## config.mk

```make
export PLATFORM = sky130hd
export DESIGN_NAME = uart_alu_parser_flat
export DESIGN_NICKNAME = d
export VERILOG_FILES = /design/src/rtl/uart_alu_pkg.sv /design/src/rtl/uart_alu_parser_if.sv /design/src/rtl/uart_alu_timeout.sv /design/src/rtl/uart_alu_parser.sv /design/src/flat_wrapper.sv
export SDC_FILE = /design/constraint.sdc
export NUM_CORES = 1
export LEC_CHECK = 0
export ABC_CLOCK_PERIOD_IN_PS = 8600
export CORE_AREA = 3 3 118 120
export CTS_BUF_LIST = sky130_fd_sc_hd__clkbuf_4 sky130_fd_sc_hd__clkbuf_8 sky130_fd_sc_hd__clkbuf_16
export DETAILED_ROUTE_END_ITERATION = 7
export DIE_AREA = 0 0 121 123
export PLACE_DENSITY = 0.81
export SKIP_CTS_REPAIR_TIMING = 1
export SLEW_MARGIN = 0
export SYNTH_ARGS = -nofsm -noshare
export SYNTH_HDL_FRONTEND = slang
export SYNTH_HIERARCHICAL = 1
export SYNTH_SLANG_ARGS = --single-unit
```

## constraint.sdc

```tcl
create_clock -name clk_i -period 8.6 [get_ports clk_i]
set_clock_uncertainty 0.15 [all_clocks]
set_input_delay 1.72 -clock clk_i [delete_from_list [all_inputs] [get_ports clk_i]]
set_output_delay 1.72 -clock clk_i [all_outputs]
set_load 0.01 [all_outputs]
```

## src/rtl/uart_alu_pkg.sv

```systemverilog
// Shared definitions for the uart_alu parser and execution stages:
// opcodes, error codes, parser states and header size.
package uart_alu_pkg;

   localparam int HDR_BYTES = 4;

   localparam logic [7:0] OP_ECHO = 8'hEC;
   localparam logic [7:0] OP_ADD  = 8'hAD;
   localparam logic [7:0] OP_MUL  = 8'h88;
   localparam logic [7:0] OP_DIV  = 8'hD1;

   typedef enum logic [1:0] {
      ERR_NONE    = 2'b00,
      ERR_BAD_OP  = 2'b01,
      ERR_BAD_LEN = 2'b10,
      ERR_TIMEOUT = 2'b11
   } err_code_e;

   typedef enum logic [2:0] {
      ST_IDLE    = 3'd0,
      ST_RSVD    = 3'd1,
      ST_LEN_LO  = 3'd2,
      ST_LEN_HI  = 3'd3,
      ST_PAYLOAD = 3'd4,
      ST_DROP    = 3'd5
   } parser_state_e;

   // Arithmetic opcodes carry whole 32-bit operands only.
   function automatic logic is_arith_op(input logic [7:0] op);
      return (op == OP_ADD) || (op == OP_MUL) || (op == OP_DIV);
   endfunction

   function automatic logic is_known_op(input logic [7:0] op);
      return (op == OP_ECHO) || is_arith_op(op);
   endfunction

endpackage

```

## src/rtl/uart_alu_parser_if.sv

```systemverilog
// Byte-stream input and word-stream output of the packet parser.
// The parser sits on the slave modport; uart_rx / execution side on master.
interface uart_alu_parser_if;
   import uart_alu_pkg::*;

   logic [7:0]  s_axis_tdata_i;
   logic        s_axis_tvalid_i;
   logic        s_axis_tready_o;
   logic [7:0]  op_o;
   logic [31:0] word_o;
   logic [2:0]  nbytes_o;
   logic        first_o;
   logic        last_o;
   logic        valid_o;
   logic        ready_i;
   logic        err_o;
   logic [1:0]  err_code_o;

   modport slave (
      input  s_axis_tdata_i, s_axis_tvalid_i, ready_i,
      output s_axis_tready_o, op_o, word_o, nbytes_o, first_o, last_o,
             valid_o, err_o, err_code_o
   );

   modport master (
      output s_axis_tdata_i, s_axis_tvalid_i, ready_i,
      input  s_axis_tready_o, op_o, word_o, nbytes_o, first_o, last_o,
             valid_o, err_o, err_code_o
   );

endinterface

```

## src/rtl/uart_alu_timeout.sv

```systemverilog
// Stall timer: counts enabled cycles, pulses expire on the cycle the count
// reaches TIMEOUT_CYCLES-1, then restarts from zero.
module uart_alu_timeout #(
   parameter int TIMEOUT_CYCLES = 125000
) (
   input  logic clk_i,
   input  logic rst_i,
   input  logic clr,
   input  logic en,
   output logic expire
);

   localparam int CW = (TIMEOUT_CYCLES > 2) ? $clog2(TIMEOUT_CYCLES) : 1;
   localparam logic [CW-1:0] TC = CW'(TIMEOUT_CYCLES - 1);

   logic [CW-1:0] cnt_q;

   assign expire = en && (cnt_q == TC);

   always_ff @(posedge clk_i or posedge rst_i) begin
      if (rst_i) begin
         cnt_q <= '0;
      end else if (clr || expire) begin
         cnt_q <= '0;
      end else if (en) begin
         cnt_q <= cnt_q + CW'(1);
      end
   end

endmodule

```

## src/rtl/uart_alu_parser.sv

```systemverilog
// Packet parser: decodes the 4-byte header, packs payload into LE words,
// drops malformed packets and aborts stalled ones.
//
//  state      | meaning
//  -----------+-------------------------------------------------
//  ST_IDLE    | waiting for opcode byte
//  ST_RSVD    | discarding reserved byte
//  ST_LEN_LO  | capturing LEN[7:0]
//  ST_LEN_HI  | capturing LEN[15:8], validating header
//  ST_PAYLOAD | assembling payload words, rem bytes left
//  ST_DROP    | discarding rem bytes of a rejected packet
module uart_alu_parser
   import uart_alu_pkg::*;
#(
   parameter int TIMEOUT_CYCLES = 125000
) (
   input  logic            clk_i,
   input  logic            rst_i,
   uart_alu_parser_if.slave bus
);

   parser_state_e state_q, state_n;
   logic [7:0]  op_q, op_n;
   logic [7:0]  len_lo_q, len_lo_n;
   logic [15:0] rem_q, rem_n;
   logic [1:0]  k_q, k_n;
   logic [31:0] acc_q, acc_n;
   logic        first_flag_q, first_flag_n;
   logic [31:0] word_q, word_n;
   logic [2:0]  nbytes_q, nbytes_n;
   logic        first_q, first_n;
   logic        last_q, last_n;
   logic        valid_q, valid_n;
   logic        err_q, err_n;
   err_code_e   err_code_q, err_code_n;

   logic        tready, accept;
   logic        tmr_clr, tmr_en, tmr_expire;
   logic [15:0] len_full, payload_len, rem_dec;
   logic [31:0] acc_byte;

   assign tready  = !rst_i && !valid_q;
   assign accept  = bus.s_axis_tvalid_i && tready;
   assign tmr_en  = (state_q != ST_IDLE) && tready && !accept;
   assign tmr_clr = accept || (state_q == ST_IDLE);

   assign len_full    = {bus.s_axis_tdata_i, len_lo_q};
   assign payload_len = len_full - 16'(HDR_BYTES);
   assign rem_dec     = rem_q - 16'd1;

   always_comb begin
      acc_byte = acc_q;
      acc_byte[{k_q, 3'b000} +: 8] = bus.s_axis_tdata_i;
   end

   uart_alu_timeout #(.TIMEOUT_CYCLES(TIMEOUT_CYCLES)) u_timeout (
      .clk_i  (clk_i),
      .rst_i  (rst_i),
      .clr    (tmr_clr),
      .en     (tmr_en),
      .expire (tmr_expire)
   );

   always_comb begin
      state_n      = state_q;
      op_n         = op_q;
      len_lo_n     = len_lo_q;
      rem_n        = rem_q;
      k_n          = k_q;
      acc_n        = acc_q;
      first_flag_n = first_flag_q;
      word_n       = word_q;
      nbytes_n     = nbytes_q;
      first_n      = first_q;
      last_n       = last_q;
      valid_n      = valid_q;
      err_n        = 1'b0;
      err_code_n   = err_code_q;

      if (valid_q && bus.ready_i) valid_n = 1'b0;

      if (tmr_expire) begin
         state_n      = ST_IDLE;
         rem_n        = '0;
         k_n          = '0;
         acc_n        = '0;
         first_flag_n = 1'b0;
         err_n        = 1'b1;
         err_code_n   = ERR_TIMEOUT;
      end else if (accept) begin
         unique case (state_q)
            ST_IDLE: begin
               op_n    = bus.s_axis_tdata_i;
               state_n = ST_RSVD;
            end
            ST_RSVD: state_n = ST_LEN_LO;
            ST_LEN_LO: begin
               len_lo_n = bus.s_axis_tdata_i;
               state_n  = ST_LEN_HI;
            end
            ST_LEN_HI: begin
               k_n   = '0;
               acc_n = '0;
               rem_n = payload_len;
               if (len_full < 16'd5) begin
                  err_n      = 1'b1;
                  err_code_n = ERR_BAD_LEN;
                  rem_n      = '0;
                  state_n    = ST_IDLE;
               end else if (!is_known_op(op_q)) begin
                  err_n      = 1'b1;
                  err_code_n = ERR_BAD_OP;
                  state_n    = ST_DROP;
               end else if (is_arith_op(op_q) && (payload_len[1:0] != 2'b00)) begin
                  err_n      = 1'b1;
                  err_code_n = ERR_BAD_LEN;
                  state_n    = ST_DROP;
               end else begin
                  first_flag_n = 1'b1;
                  state_n      = ST_PAYLOAD;
               end
            end
            ST_PAYLOAD: begin
               rem_n = rem_dec;
               if ((k_q == 2'd3) || (rem_dec == 16'd0)) begin
                  word_n       = acc_byte;
                  nbytes_n     = {1'b0, k_q} + 3'd1;
                  first_n      = first_flag_q;
                  last_n       = (rem_dec == 16'd0);
                  valid_n      = 1'b1;
                  first_flag_n = 1'b0;
                  k_n          = '0;
                  acc_n        = '0;
                  if (rem_dec == 16'd0) state_n = ST_IDLE;
               end else begin
                  acc_n = acc_byte;
                  k_n   = k_q + 2'd1;
               end
            end
            ST_DROP: begin
               rem_n = rem_dec;
               if (rem_dec == 16'd0) state_n = ST_IDLE;
            end
            default: state_n = ST_IDLE;
         endcase
      end
   end

   always_ff @(posedge clk_i or posedge rst_i) begin
      if (rst_i) begin
         state_q      <= ST_IDLE;
         op_q         <= '0;
         len_lo_q     <= '0;
         rem_q        <= '0;
         k_q          <= '0;
         acc_q        <= '0;
         first_flag_q <= 1'b0;
         word_q       <= '0;
         nbytes_q     <= '0;
         first_q      <= 1'b0;
         last_q       <= 1'b0;
         valid_q      <= 1'b0;
         err_q        <= 1'b0;
         err_code_q   <= ERR_NONE;
      end else begin
         state_q      <= state_n;
         op_q         <= op_n;
         len_lo_q     <= len_lo_n;
         rem_q        <= rem_n;
         k_q          <= k_n;
         acc_q        <= acc_n;
         first_flag_q <= first_flag_n;
         word_q       <= word_n;
         nbytes_q     <= nbytes_n;
         first_q      <= first_n;
         last_q       <= last_n;
         valid_q      <= valid_n;
         err_q        <= err_n;
         err_code_q   <= err_code_n;
      end
   end

   assign bus.s_axis_tready_o = tready;
   assign bus.op_o            = op_q;
   assign bus.word_o          = word_q;
   assign bus.nbytes_o        = nbytes_q;
   assign bus.first_o         = first_q;
   assign bus.last_o          = last_q;
   assign bus.valid_o         = valid_q;
   assign bus.err_o           = err_q;
   assign bus.err_code_o      = err_code_q;

endmodule
```

## src/flat_wrapper.sv

```systemverilog
// flat-port wrapper written by rule: the top's interface ports become plain ports
module uart_alu_parser_flat import uart_alu_pkg::*;
#(
   parameter int TIMEOUT_CYCLES = 125000
)
  (clk_i, rst_i, bus_s_axis_tdata_i, bus_s_axis_tvalid_i, bus_ready_i, bus_s_axis_tready_o, bus_op_o, bus_word_o, bus_nbytes_o, bus_first_o, bus_last_o, bus_valid_o, bus_err_o, bus_err_code_o);
  uart_alu_parser_if bus_i ();
  input  logic clk_i;
  input  logic rst_i;
  input wire logic [$bits(bus_i.s_axis_tdata_i)-1:0] bus_s_axis_tdata_i;
  input wire logic [$bits(bus_i.s_axis_tvalid_i)-1:0] bus_s_axis_tvalid_i;
  input wire logic [$bits(bus_i.ready_i)-1:0] bus_ready_i;
  output wire logic [$bits(bus_i.s_axis_tready_o)-1:0] bus_s_axis_tready_o;
  output wire logic [$bits(bus_i.op_o)-1:0] bus_op_o;
  output wire logic [$bits(bus_i.word_o)-1:0] bus_word_o;
  output wire logic [$bits(bus_i.nbytes_o)-1:0] bus_nbytes_o;
  output wire logic [$bits(bus_i.first_o)-1:0] bus_first_o;
  output wire logic [$bits(bus_i.last_o)-1:0] bus_last_o;
  output wire logic [$bits(bus_i.valid_o)-1:0] bus_valid_o;
  output wire logic [$bits(bus_i.err_o)-1:0] bus_err_o;
  output wire logic [$bits(bus_i.err_code_o)-1:0] bus_err_code_o;
  assign bus_i.s_axis_tdata_i = bus_s_axis_tdata_i;
  assign bus_i.s_axis_tvalid_i = bus_s_axis_tvalid_i;
  assign bus_i.ready_i = bus_ready_i;
  assign bus_s_axis_tready_o = bus_i.s_axis_tready_o;
  assign bus_op_o = bus_i.op_o;
  assign bus_word_o = bus_i.word_o;
  assign bus_nbytes_o = bus_i.nbytes_o;
  assign bus_first_o = bus_i.first_o;
  assign bus_last_o = bus_i.last_o;
  assign bus_valid_o = bus_i.valid_o;
  assign bus_err_o = bus_i.err_o;
  assign bus_err_code_o = bus_i.err_code_o;
  uart_alu_parser #(.TIMEOUT_CYCLES(TIMEOUT_CYCLES)) u_core (.clk_i(clk_i), .rst_i(rst_i), .bus(bus_i));
endmodule
```

==> key figures, run 1 <==
Logic synthesis
  • Adder-cell share of the synthesized area: 1.97%
  • Post-synth ARST share: 100%
  • Area fraction in compound gates after synthesis: 16.4%
  • Average size of a mapped cell: 10.3 µm²
  • Number of distinct library cells after synthesis: 62
  • Mux contribution to synthesized area: 10.1%
  • Syn Nets: 697
  • Post-Synth XOR/XNOR Area: 3.14%
  • Seq/Total Area, Yosys: 45.9%
  • Mapped Area: 6970 µm²
  • Top-count cell post-synth: dfrtp_1
  • Simple-gate portion of the synthesized area: 16.2%
  • Post-synth top cells: dfrtp_1 (128), o21ai_0 (65), nand2_1 (59), inv_1 (53), nor2_1 (51)
  • Mapped Cells: 674
  • Primary FF master, synth: dfrtp_1
  • Yosys top cell area share: 45.9%
  • Yosys warns: 6
  • Cells taking the most area after synthesis: dfrtp_1 (46%), mux2_4 (6.2%), o21ai_0 (4.7%)
  • Number of synthesized flops with an enable pin: 0
  • Combinational family with the most area after synthesis: compound AO/OA/AOI/OAI gates
  • Area leader, netlist: dfrtp_1
  • Flop and latch count out of synthesis: 128

Timing
  • Max Slew Vio Count: 0
  • RSZ-0062 raised after global routing: false
  • Hold_ws: 342 ps
  • Endpoints failing hold: 0
  • Final setup margin: 2210 ps
  • Slew margin rel.: 23.9%
  • Tcrit/Tclk final: 74.3%
  • FMAX: 0.156 GHz
  • Fin Setup TNS: 0 ps
  • Worst slew pin tran: 1140 ps
  • Tmin final: 6390 ps
  • Setup violations, final: 0

Setup path
  • Worst setup SP type: input port
  • R2R depth: 14
  • Slowest CP cell: clkdlybuf4s50_1
  • Crit path buf inv count: 3
  • CP top delay family: simple AND/OR/NAND/NOR gates
  • Worst path cell trace: clkdlybuf4s50_1, nor2_1, and2_1, a21o_1, nor3_1, nand3_2, or3_1, nor3_1, buf_4, nand2b_1, nand2b_1, buf_4, nor2_1, o21a_2, mux2_4
  • Setup crit end: u_core/bus.word_o[15]
  • Critical path arrival: 6540 ps
  • Critical R2R Capture: u_core/bus.word_o[15]
  • Crit end category: flop
  • Reg-to-Reg Start: u_core/bus.valid_o
  • Reg2Reg Setup Slack: 3630 ps
  • Worst path depth: 15
  • Worst Setup SP: rst_i
  • CP max stage delay: 570 ps
  • Critical path class: input port to flop
  • Crit Path Max Fanout: 36
  • WP data required: 8750 ps

Layout
  • Fill cell count: 1015
  • Area taken by flip-flops and latches: 3200 µm²
  • Fraction of layout cells with a size suffix above 1: 15.0%
  • Footprint of the multi-input gates: 3340 µm²
  • Final Non-Filler Cells: 910
  • Layout area overhead: 17.7%
  • Antenna cells: 0
  • NumNets Final: 745

Die
  • Die area: 14900 µm²
  • Die width: 121 µm
  • Die span in y: 123 µm
  • Rows: 42
  • Starting density of the core: 53.3%
  • I/O pins: 62
  • CORE AREA: 13100 µm²

Detailed routing
  • Antenna viol nets, final: 0
  • Post-Route WL: 17.0 mm
  • Drt initial violations: 423
  • Via density: 5.95
  • Drt first pass iters: 5
  • Drt wl/cell: 18.7 µm
  • Via count: 5417
  • Drt drc: 0

Pwr
  • Clk pwr share: 31.4%
  • P_leak: 0.00346 µW
  • Sw Share: 35.5%
  • Reg power frac: 37.6%
  • Internal: 1470 µW
  • Pwr Density: 277 nW/µm²
  • Overall power: 2280 µW
  • P_sw: 808 µW
  • Comb pwr share: 31.0%
  • Maximum VDD drop: 0.000142 V

CTS
  • H-tree Lvls: 4
  • CTS tree: done
  • CTS Buf Count: 17
  • Worst-Skew Late Latency: 420 ps
  • Clk buf depth: 2
  • Sink Count: 128
  • Root buf cell: clkbuf_16
  • Clock slew at reported path FFs: 60 ps

Place
  • Pre-CTS WS: 1810 ps
  • Cell Count Post-Placement: 879
  • Gpl congestion: 0.891
  • PortBufs: 61
  • Detail Placement HPWL: 11.5 mm

Flow run
  • Number of max-cap violations: 0

Global route
  • GRT Overall Usage: 23.8%
  • First-pass GRT wire length: 27.7 mm
  • Largest net degree at the start of global routing: 59
  • GR Overflow Total: 0
  • Antenna violations before repair: 0
  • Vias in the first global route: 5345

Worst hold path
  • Hold Path Origin: u_core/bus.err_code_o[0]
  • HP Class: flop to flop

Outcome
  • Status: completed
-- power by group through the flow --
stage | logic (µW) | clock network [µW] | registers, µW
floorplan | 517 | 0 | 816
global placement | 665 | 0 | 854
detailed placement | 692 | 0 | 858
CTS | 702 | 726 | 851
global route | 775 | 754 | 874
finish | 706 | 715 | 856
-- worst register-to-register path, stage by stage, from the launching register on --
cell	delay, ps
dfrtp_1	440
nor2_1	110
and2_1	230
a21o_1	210
nor3_1	560
nand3_2	210
or3_1	460
nor3_1	190
buf_4	210
nand2b_1	460
nand2b_1	180
buf_4	310
nor2_1	160
o21a_2	500
mux2_4	480
-- layer usage --
layer	GRT usage, %	share of wire (%)
met1	31.3	43
met4	10.6	2.7
met5	0	0
met3	5.44	5.9
met2	37.9	48
-- how the worst min path moves through the flow --
| stage | to | slack [ps] | cells after the start |
|---|---|---|---|
| after detailed placement | u_core/bus.err_code_o[0] | 330 | 1 |
| after global placement | u_core/acc_q[20] | 340 | 1 |
| after floorplan | u_core/acc_q[0] | 320 | 1 |
| after global routing | u_core/acc_q[20] | 370 | 1 |
| final | u_core/bus.err_code_o[0] | 340 | 1 |
| after CTS | u_core/bus.err_code_o[0] | 350 | 1 |
-- metrics by stage --
stage,area [µm²],util [%]
floorplan,6970,-
global placement,7620,58.2
detailed placement,7620,58.2
CTS,8210,62.7
global route,8210,62.7
finish,8210,62.7
-- sequential cells by signal, summed over array words and instances (netlist names) --
name and count:
u_core/acc_q 32, u_core/bus.err_code_o 2, u_core/bus.err_o 1, u_core/bus.first_o 1, u_core/bus.last_o 1, u_core/bus.nbytes_o 3, u_core/bus.op_o 8, u_core/bus.valid_o 1
u_core/bus.word_o 32, u_core/first_flag_q 1, u_core/k_q 2, u_core/len_lo_q 8, u_core/rem_q 16, u_core/state_q 3, u_core/u_timeout/cnt_q 17
-- kinds of logic after synthesis --
| family | Yosys count |
|---|---|
| muxes | 53 |
| xor gates and xnor gates | 25 |
| and+or+nand+nor | 204 |
| DFF | 128 |
| buffers and inverters | 91 |
| AOI/OAI and AO/OA | 162 |
| adders and majority gates | 11 |
-- final cells by class --
| type | count | share of cell area (%) |
|---|---|---|
| inverters | 53 | 2.45 |
| repair buffers | 67 | 7.99 |
| clock buffers | 22 | 5.94 |
| flip-flops and latches | 128 | 39.0 |
| well taps | 176 | 2.68 |
| clock inverters | 9 | 1.30 |
| multi-input cells | 455 | 40.6 |
-- cells in the final DEF, fill, tap and decap left out, types with 16 or more instances in the layout --
cell type	synthesis	final
nor2_1	51	51
a22o_1	36	36
nand2_1	59	59
o21ai_0	65	65
inv_1	53	52
mux2_4	29	29
dfrtp_1	128	128
a21oi_1	21	21
nor3_1	16	16
mux2_2	23	23
clkbuf_16	0	17
clkdlybuf4s50_1	0	61
Note: power is estimated with default switching activity, not from simulation.
==> inputs of run 2 (changes only) <==
ABC_CLOCK_PERIOD_IN_PS = 5300   (was 8600)
CORE_AREA = 3 3 119 121   (was 3 3 118 120)
DIE_AREA = 0 0 122 124   (was 0 0 121 123)
PLACE_DENSITY = 0.83   (was 0.81)
clock period = 5.3 ns   (was 8.6 ns; I/O delays follow)
==> key figures, run 2 (synthesized netlist as in run 1, its figures left out) <==
Outcome
  • Status: completed

Setup path
  • Slowest CP cell: clkdlybuf4s50_1
  • Worst path cell trace: clkdlybuf4s50_1, nor2_1, and2_1, a21o_1, nor3_1, nand3_2, or3_1, nor3_1, buf_4, o21bai_1, o41ai_4, a22o_1
  • WP data required: 5460 ps
  • Crit end category: flop
  • Worst setup SP type: input port
  • CP max stage delay: 600 ps
  • CP dominant cell by count: nor3_1
  • Crit Path Max Fanout: 15
  • Critical path class: input port to flop
  • Critical path arrival: 4760 ps

Global route
  • Largest net degree at the start of global routing: 85
  • Most Used Layer, Global Route: met2
  • First-pass GRT wire length: 27.8 mm
  • Met1 usage: 29.9%
  • GRT Overall Usage: 23.5%
  • M3 GR Usage: 5.09%
  • Vias in the first global route: 5386
  • Met2 usage: 39.3%
  • Antenna violations before repair: 0
  • GR Overflow Total: 0

Layout
  • Final Non-Filler Cells: 916
  • Layout area overhead: 17.9%
  • Most frequent cells in the layout: dfrtp_1 (128), o21ai_0 (65), clkdlybuf4s50_1 (61)
  • Fraction of layout cells with a size suffix above 1: 15.7%
  • Post-Route Utilization: 62.4%
  • Fill cell count: 1028
  • Commonest non-fill, non-tap cell in the layout: dfrtp_1
  • Antenna cells: 0
  • NumNets Final: 750

Place
  • Detail Placement HPWL: 11.6 mm
  • Pre-CTS WS: 283 ps
  • PortBufs: 61
  • Cell Count Post-Placement: 884
  • Gpl congestion: 0.939

CTS
  • Clk buf depth: 2
  • Root buf cell: clkbuf_16
  • CTS Buf Count: 17
  • CTS tree: done
  • Sink Count: 128
  • Worst-Skew Late Latency: 420 ps
  • H-tree Lvls: 4
  • Clock slew at reported path FFs: 60 ps

Timing
  • Slew margin rel.: 24.4%
  • Tcrit/Tclk final: 86.9%
  • Max Slew Vio Count: 0
  • Endpoints failing hold: 0
  • Setup violations, final: 0
  • Worst slew pin tran: 1130 ps
  • FMAX: 0.217 GHz
  • Final setup margin: 693 ps
  • Fin Setup TNS: 0 ps
  • Tmin final: 4610 ps
  • RSZ-0062 raised after global routing: false

Worst hold path
  • HP Class: flop to flop

Detailed routing
  • Drt first pass iters: 5
  • Via density: 6.03
  • Drt initial violations: 606
  • Post-Route WL: 17.1 mm
  • Drt wl/cell: 18.6 µm
  • Drt drc: 0
  • Via count: 5519
  • Antenna viol nets, final: 0

Pwr
  • Pwr Density: 446 nW/µm²
  • P_leak: 0.00347 µW
  • Maximum VDD drop: 0.000201 V
  • Overall power: 3670 µW

Die
  • Die width: 122 µm
  • I/O pins: 62
  • Die area: 15100 µm²
  • Rows: 42
  • Die span in y: 124 µm
  • CORE AREA: 13200 µm²
  • Starting density of the core: 52.9%

Flow run
  • Number of max-cap violations: 0
## run 2: stage by stage
step	instance area (µm²)	hold WS, ps
after detailed placement	7650	342
after floorplan	6970	323
after CTS	8220	359
after global routing	8220	366
after global placement	7650	338
final	8220	358
## run 2: worst max-delay path, delay by kind of cell
family / cells / cell delay, ps
AND/OR/NAND/NOR: 6 / 1490
AO/OA/AOI/OAI: 4 / 1360
buffers and inverters: 2 / 840
## run 2: routing by layer
metal,vias to the layer above,wire (µm),share of wire (%)
met5,-,0,0
met4,0,456,2.7
met3,47,1050,6.2
met2,232,8330,49
met1,2734,7220,42
li1,2506,-,-
## run 2: path summary, 6_finish.rpt
path | slack, ps | cells after the start | to | start
worst max-delay path | 690 | 12 | u_core/acc_q[20] | rst_i
max in group asynchronous | 2860 | 3 | u_core/rem_q[14] | rst_i
worst min register to register | 360 | 1 | u_core/acc_q[0] | u_core/acc_q[0]
worst max register to register | 1490 | 12 | u_core/bus.word_o[6] | u_core/bus.valid_o
worst min-delay path | 360 | 1 | u_core/acc_q[0] | u_core/acc_q[0]
min in group asynchronous | 1070 | 2 | u_core/u_timeout/cnt_q[9] | rst_i
## run 2: final cells by class
cell class | count | area [µm²] | share of cell area [%]
multi-input cells | 455 | 3340 | 40.6
flip-flops and latches | 128 | 3200 | 38.9
repair buffers | 72 | 693 | 8.43
clock buffers | 18 | 439 | 5.34
well taps | 176 | 220 | 2.68
inverters | 53 | 201 | 2.45
clock inverters | 14 | 131 | 1.60
## run 2: where the power goes
part,internal (µW),total (µW),switching (µW)
Clock,661,1110,451
Sequential,1160,1390,235
Combinational,491,1170,675
